`config.mk`:
```
export PLATFORM = sky130hd
export DESIGN_NAME = counter_updn_mod
export DESIGN_NICKNAME = d
export VERILOG_FILES = /design/src/rtl/counter_updn_mod.sv
export SDC_FILE = /design/constraint.sdc
export NUM_CORES = 1
export LEC_CHECK = 0
export ABC_AREA = 1
export CAP_MARGIN = 40
export CORE_AREA = 4 4 53 55
export CTS_CLUSTER_SIZE = 25
export DETAILED_ROUTE_END_ITERATION = 8
export DIE_AREA = 0 0 57 59
export HOLD_SLACK_MARGIN = 0.05
export PLACE_DENSITY = 0.59
export SLEW_MARGIN = 10
export SYNTH_ARGS = -nofsm -noshare
export SYNTH_HDL_FRONTEND = slang
export SYNTH_SLANG_ARGS = --single-unit
```
`constraint.sdc`:
```
create_clock -name clk -period 1.6 [get_ports clk]
set_input_delay 0.24 -clock clk [delete_from_list [all_inputs] [get_ports clk]]
set_output_delay 0.24 -clock clk [all_outputs]
set_load 0.01 [all_outputs]
```
`src/rtl/counter_updn_mod.sv`:
```
// Modulo-MOD up/down counter digit with cascade carry/borrow, clamped parallel
// load and a manual advance input that auto-repeats while held.
module counter_updn_mod #(
    parameter int W       = 4,
    parameter int MOD     = 10,
    parameter int RPT_DLY = 8,
    parameter int RPT_PER = 4
) (
    input  logic         clk,
    input  logic         rst,
    input  logic         enb,
    input  logic         up,
    input  logic         ld,
    input  logic [W-1:0] ld_val,
    input  logic         adv,
    output logic [W-1:0] q,
    output logic         cy
);

    localparam int DW = $clog2(RPT_DLY + 1);
    localparam int PW = $clog2(RPT_PER + 1);

    localparam logic [W-1:0]  Q_MAX    = W'(MOD - 1);
    localparam logic [W:0]    MOD_EXT  = (W + 1)'(MOD);
    localparam logic [DW-1:0] DLY_LAST = DW'(RPT_DLY - 1);
    localparam logic [PW-1:0] PER_LAST = PW'(RPT_PER - 1);

    typedef enum logic [1:0] {
        S_IDLE = 2'd0,
        S_HOLD = 2'd1,
        S_RPT  = 2'd2
    } state_e;

    state_e        state_q, state_d;
    logic [DW-1:0] dly_q, dly_d;
    logic [PW-1:0] per_q, per_d;
    logic [W-1:0]  q_q, q_d;
    logic          step_s;

    // Advance FSM: first step on press, then one step every RPT_PER cycles after RPT_DLY.
    always_comb begin
        state_d = state_q;
        dly_d   = dly_q;
        per_d   = per_q;
        step_s  = 1'b0;
        case (state_q)
            S_IDLE: begin
                if (adv) begin
                    step_s  = 1'b1;
                    state_d = S_HOLD;
                    dly_d   = '0;
                end else begin
                    state_d = S_IDLE;
                end
            end
            S_HOLD: begin
                if (!adv) begin
                    state_d = S_IDLE;
                    dly_d   = '0;
                end else if (dly_q == DLY_LAST) begin
                    state_d = S_RPT;
                    per_d   = '0;
                end else begin
                    dly_d = dly_q + DW'(1);
                end
            end
            S_RPT: begin
                if (!adv) begin
                    state_d = S_IDLE;
                    per_d   = '0;
                end else if (per_q == PER_LAST) begin
                    step_s = 1'b1;
                    per_d  = '0;
                end else begin
                    per_d = per_q + PW'(1);
                end
            end
            default: begin
                state_d = S_IDLE;
                dly_d   = '0;
                per_d   = '0;
            end
        endcase
    end

    // Count next state: load beats step/enable; step and enable together advance once.
    always_comb begin
        q_d = q_q;
        if (ld) begin
            q_d = ({1'b0, ld_val} >= MOD_EXT) ? Q_MAX : ld_val;
        end else if (step_s || enb) begin
            if (up) begin
                q_d = (q_q == Q_MAX) ? '0 : q_q + W'(1);
            end else begin
                q_d = (q_q == '0) ? Q_MAX : q_q - W'(1);
            end
        end else begin
            q_d = q_q;
        end
    end

    // State, timer and count registers.
    always_ff @(posedge clk) begin
        if (rst) begin
            state_q <= S_IDLE;
            dly_q   <= '0;
            per_q   <= '0;
            q_q     <= '0;
        end else begin
            state_q <= state_d;
            dly_q   <= dly_d;
            per_q   <= per_d;
            q_q     <= q_d;
        end
    end

    assign q  = q_q;
    assign cy = enb & ((up & (q_q == Q_MAX)) | (~up & (q_q == '0)));

endmodule

```
==> flow_summary.html <==
<table>
<tr><th>Metric</th><th>Value</th></tr>
<tr><th colspan="2">CTS</th></tr>
<tr><td>Clk buf depth</td><td>2</td></tr>
<tr><td>Number of hold-repair buffers added at the cts stage</td><td>0</td></tr>
<tr><td>TritonCTS Sinks</td><td>13</td></tr>
<tr><td>Clock Latency Late Sink</td><td>280 ps</td></tr>
<tr><td>TritonCTS buffer count</td><td>3</td></tr>
<tr><td>Worst-path clk slew</td><td>80 ps</td></tr>
<tr><td>CTS Root Buffer Type</td><td>sky130_fd_sc_hd__clkbuf_4</td></tr>
<tr><td>TritonCTS clock tree</td><td>built</td></tr>
<tr><td>H-Tree Depth</td><td>1</td></tr>
<tr><th colspan="2">Timing</th></tr>
<tr><td>Post-route clock period utilization</td><td>a little over nine tenths</td></tr>
<tr><td>Final setup violation count</td><td>0</td></tr>
<tr><td>Transition at the pin with the smallest max-transition slack</td><td>247 ps</td></tr>
<tr><td>Final sum of negative setup slack</td><td>0 ps</td></tr>
<tr><td>Shortest clock period the worst path allows after layout</td><td>1540 ps</td></tr>
<tr><td>Final Skew</td><td>1.35 ps</td></tr>
<tr><td>Relative max-transition margin</td><td>83.3%</td></tr>
<tr><td>Worst hold-check slack</td><td>between 400 and 500 ps</td></tr>
<tr><td>Max Transition Viols Final</td><td>0</td></tr>
<tr><td>Minimum setup slack in the final design</td><td>61.0 ps</td></tr>
<tr><td>Highest Clock Rate</td><td>650 MHz</td></tr>
<tr><td>Unrepaired setup endpoints after global routing</td><td>false</td></tr>
<tr><td>Final hold viol count</td><td>0</td></tr>
<tr><th colspan="2">Run</th></tr>
<tr><td>Max-capacitance violation count</td><td>0</td></tr>
<tr><th colspan="2">Power and ir drop</th></tr>
<tr><td>Sequential share of power</td><td>45.6%</td></tr>
<tr><td>Internal power</td><td>0.540 mW</td></tr>
<tr><td>Leakage power summed over all cells</td><td>0.501 nW</td></tr>
<tr><td>Power per standard cell area</td><td>roughly 700 mW/mm2</td></tr>
<tr><td>Power after layout</td><td>roughly 0.77 mW</td></tr>
<tr><td>Switching fraction of total power</td><td>29.6%</td></tr>
<tr><td>Share of power burned in the clock network</td><td>about a quarter</td></tr>
<tr><td>Peak VDD IR</td><td>440 uV</td></tr>
<tr><td>Share of total power in combinational logic</td><td>27.7%</td></tr>
<tr><td>P_sw</td><td>0.227 mW</td></tr>
<tr><th colspan="2">Final layout</th></tr>
<tr><td>Antenna cell count</td><td>0</td></tr>
<tr><td>Cell area after layout</td><td>0.00109 mm2</td></tr>
<tr><td>Layout overhead on the synthesized area</td><td>36.6%</td></tr>
<tr><td>Share of cells above drive strength 1</td><td>21.6%</td></tr>
<tr><td>Core occupancy in the finished layout</td><td>45.8%</td></tr>
<tr><td>Layout Cells excl Fill</td><td>183</td></tr>
<tr><td>Final Net Count</td><td>166</td></tr>
<tr><th colspan="2">Min path</th></tr>
<tr><td>Class of the most critical hold timing path</td><td>reg -&gt; reg</td></tr>
<tr><th colspan="2">GRT</th></tr>
<tr><td>GR Overflow Total</td><td>0</td></tr>
<tr><td>Via count of the first global-routing pass</td><td>790</td></tr>
<tr><td>Number of antenna violations at the first check in global routing</td><td>0</td></tr>
<tr><td>Global-route wire length before repair</td><td>~3300 um</td></tr>
<tr><td>Overall fraction of global-route tracks in use</td><td>between 10% and 20%</td></tr>
<tr><td>Pin count of the biggest net entering global routing</td><td>8</td></tr>
<tr><th colspan="2">Placement</th></tr>
<tr><td>Port buffer count</td><td>14</td></tr>
<tr><td>Area after detailed placement</td><td>approximately 0.0011 mm2</td></tr>
<tr><td>Hpwl dp</td><td>1520 um</td></tr>
<tr><td>Worst setup slack before clock tree synthesis</td><td>-144 ps</td></tr>
<tr><td>Number of cells in the design after placement</td><td>between 150 and 200</td></tr>
<tr><td>Final weighted congestion in routability-driven placement</td><td>roughly 0.83</td></tr>
<tr><th colspan="2">Yosys</th></tr>
<tr><td>Number of nets produced by synthesis</td><td>136</td></tr>
<tr><td>Avg Synthesized Cell Area</td><td>6.46 um2</td></tr>
<tr><td>Top cell type's share of synthesized area</td><td>32.5%</td></tr>
<tr><td>Post-synthesis instance area</td><td>801 um2</td></tr>
<tr><td>Cell type with the highest aggregate area in the netlist</td><td>sky130_fd_sc_hd__dfxtp_1</td></tr>
<tr><td>Number of distinct library cells after synthesis</td><td>21</td></tr>
<tr><td>Synthesized flop and latch total</td><td>13</td></tr>
<tr><td>Top post-synthesis cells by area</td><td>sky130_fd_sc_hd__dfxtp_1 (33%), sky130_fd_sc_hd__nand2_1 (14%), sky130_fd_sc_hd__a21oi_1 (7.5%)</td></tr>
<tr><td>Total number of yosys warnings</td><td>0</td></tr>
<tr><td>Gate count after technology mapping</td><td>between 100 and 150</td></tr>
<tr><td>Post-synthesis sequential area ratio</td><td>32.5%</td></tr>
<tr><th colspan="2">Floorplan</th></tr>
<tr><td>Die boundary width</td><td>57 um</td></tr>
<tr><td>Die area</td><td>0.00336 mm2</td></tr>
<tr><td>Floorplan Core Area</td><td>0.00239 mm2</td></tr>
<tr><td>Effective utilization at floorplan</td><td>33.5%</td></tr>
<tr><td>Top Ports</td><td>15</td></tr>
<tr><td>Die Span Y</td><td>between 50 and 60 um</td></tr>
<tr><td>Num rows</td><td>18</td></tr>
<tr><th colspan="2">Detailed routing</th></tr>
<tr><td>Detailed-routing iteration count for the pre-antenna-repair pass</td><td>4</td></tr>
<tr><td>DR iter-0 viols</td><td>23</td></tr>
<tr><td>Post-route met1 wirelength</td><td>around 830 um</td></tr>
<tr><td>Per-cell via count in the routed design</td><td>4.77</td></tr>
<tr><td>Routed wire length on met3</td><td>around 110 um</td></tr>
<tr><td>Routed WL per cell</td><td>a little over 10 um</td></tr>
<tr><td>Amount of wire on met2 after detailed routing</td><td>861 um</td></tr>
<tr><td>Total wire length after detailed routing</td><td>1850 um</td></tr>
<tr><td>Post-route DRC</td><td>0</td></tr>
<tr><td>Overall via count from detail_route</td><td>872</td></tr>
<tr><td>Final antenna-violating net count</td><td>0</td></tr>
<tr><td>DR top layer</td><td>met4</td></tr>
<tr><th colspan="2">Setup path</th></tr>
<tr><td>Type of the setup path with the least slack</td><td>reg -&gt; out</td></tr>
<tr><td>Arrival time at the worst endpoint</td><td>between 1000 and 1500 ps</td></tr>
<tr><td>Crit path max fanout</td><td>4</td></tr>
<tr><td>Startpoint class of the critical path</td><td>flop</td></tr>
<tr><td>Required time at the worst-slack endpoint</td><td>1360 ps</td></tr>
<tr><td>Critical path capture point type</td><td>primary output</td></tr>
<tr><td>Register-to-register setup slack</td><td>a little over 300 ps</td></tr>
<tr><th colspan="2">Status</th></tr>
<tr><td>Run status</td><td>finished, final reports clean</td></tr>
</table>
[state kept, by name, indices dropped and copies added (netlist names)]
register,cells
per_q,3
q,4
state_q,2
dly_q,4
[cell families after synthesis]
family	after synthesis	share of synthesized area, %
adders and majority gates	2	3.12
xor gates and xnor gates	1	1.09
buffers and inverters	17	7.97
and+or+nand+nor	63	36.3
DFF	13	32.5
AOI/OAI and AO/OA	28	19.1
[cell usage in the layout, fill, tap and decap left out, types with 4 or more instances in the layout]
cell	n
sky130_fd_sc_hd__nand3_1	7
sky130_fd_sc_hd__inv_2	4
sky130_fd_sc_hd__inv_1	12
sky130_fd_sc_hd__clkdlybuf4s50_1	12
sky130_fd_sc_hd__a21oi_1	12
sky130_fd_sc_hd__buf_4	11
sky130_fd_sc_hd__nor2_2	4
sky130_fd_sc_hd__nor2_1	13
sky130_fd_sc_hd__o21ai_0	7
sky130_fd_sc_hd__o21ai_1	5
sky130_fd_sc_hd__dfxtp_1	10
sky130_fd_sc_hd__nand2_1	29
[power groups by stage]
stage / clock [mW] / sequential [mW] / combinational [mW]
finish: 0.205 / 0.350 / 0.212
global route: 0.230 / 0.353 / 0.238
CTS: 0.213 / 0.350 / 0.214
detailed placement: 0 / 0.356 / 0.214
global placement: 0 / 0.356 / 0.213
floorplan: 0 / 0.366 / 0.0974
[cell usage after synthesis]
library cell and count:
sky130_fd_sc_hd__nor2_2 3, sky130_fd_sc_hd__dfxtp_1 13, sky130_fd_sc_hd__nand4_1 3, sky130_fd_sc_hd__nand3_1 7, sky130_fd_sc_hd__nor2_4 1, sky130_fd_sc_hd__clkinv_1 1, sky130_fd_sc_hd__o211ai_1 2, sky130_fd_sc_hd__inv_2 4
sky130_fd_sc_hd__o21ai_0 7, sky130_fd_sc_hd__a21oi_2 1, sky130_fd_sc_hd__ha_1 2, sky130_fd_sc_hd__o21ai_1 5, sky130_fd_sc_hd__inv_1 12, sky130_fd_sc_hd__a21oi_1 12, sky130_fd_sc_hd__nor2_1 14, sky130_fd_sc_hd__and3_1 1
sky130_fd_sc_hd__nand2_1 29, sky130_fd_sc_hd__xor2_1 1, sky130_fd_sc_hd__a22o_1 1, sky130_fd_sc_hd__nand3_2 2, sky130_fd_sc_hd__nand2_2 3
[layer usage]
layer  global-route usage, %  vias to the layer above
met5                       0                        -
met4                    8.94                        0
met3                    1.96                        4
met2                    21.4                       26
met1                    14.8                      376
li1                        -                      466
[repair_timing]
action                                  CTS  global route
endpoints found under the setup margin    3             3
setup buffers                             0             0
resized for setup                         4             5
[critical path, cell delays in order, from the launching register on]
cell                              delay [ps]
sky130_fd_sc_hd__dfxtp_4                 370
sky130_fd_sc_hd__buf_4                   120
sky130_fd_sc_hd__clkdlybuf4s50_1         530
[path summary, 6_finish.rpt]
path / startpoint / endpoint / cells past startpoint
setup reg to reg: per_q[0] / q[3] / 9
setup / recovery: q[0] / q[0] / 2
hold / removal: per_q[2] / per_q[2] / 2
hold reg to reg: per_q[2] / per_q[2] / 2
[area by class of cell]
cell class                 instances  area, um2
multi-input combinational         94        479
inverter                          17       63.8
tap                               30       37.5
fill                             251       1290
timing repair buffer              25        220
clock buffer                       4       26.3
sequential                        13        267
Power figures use the tool's default switching activity.
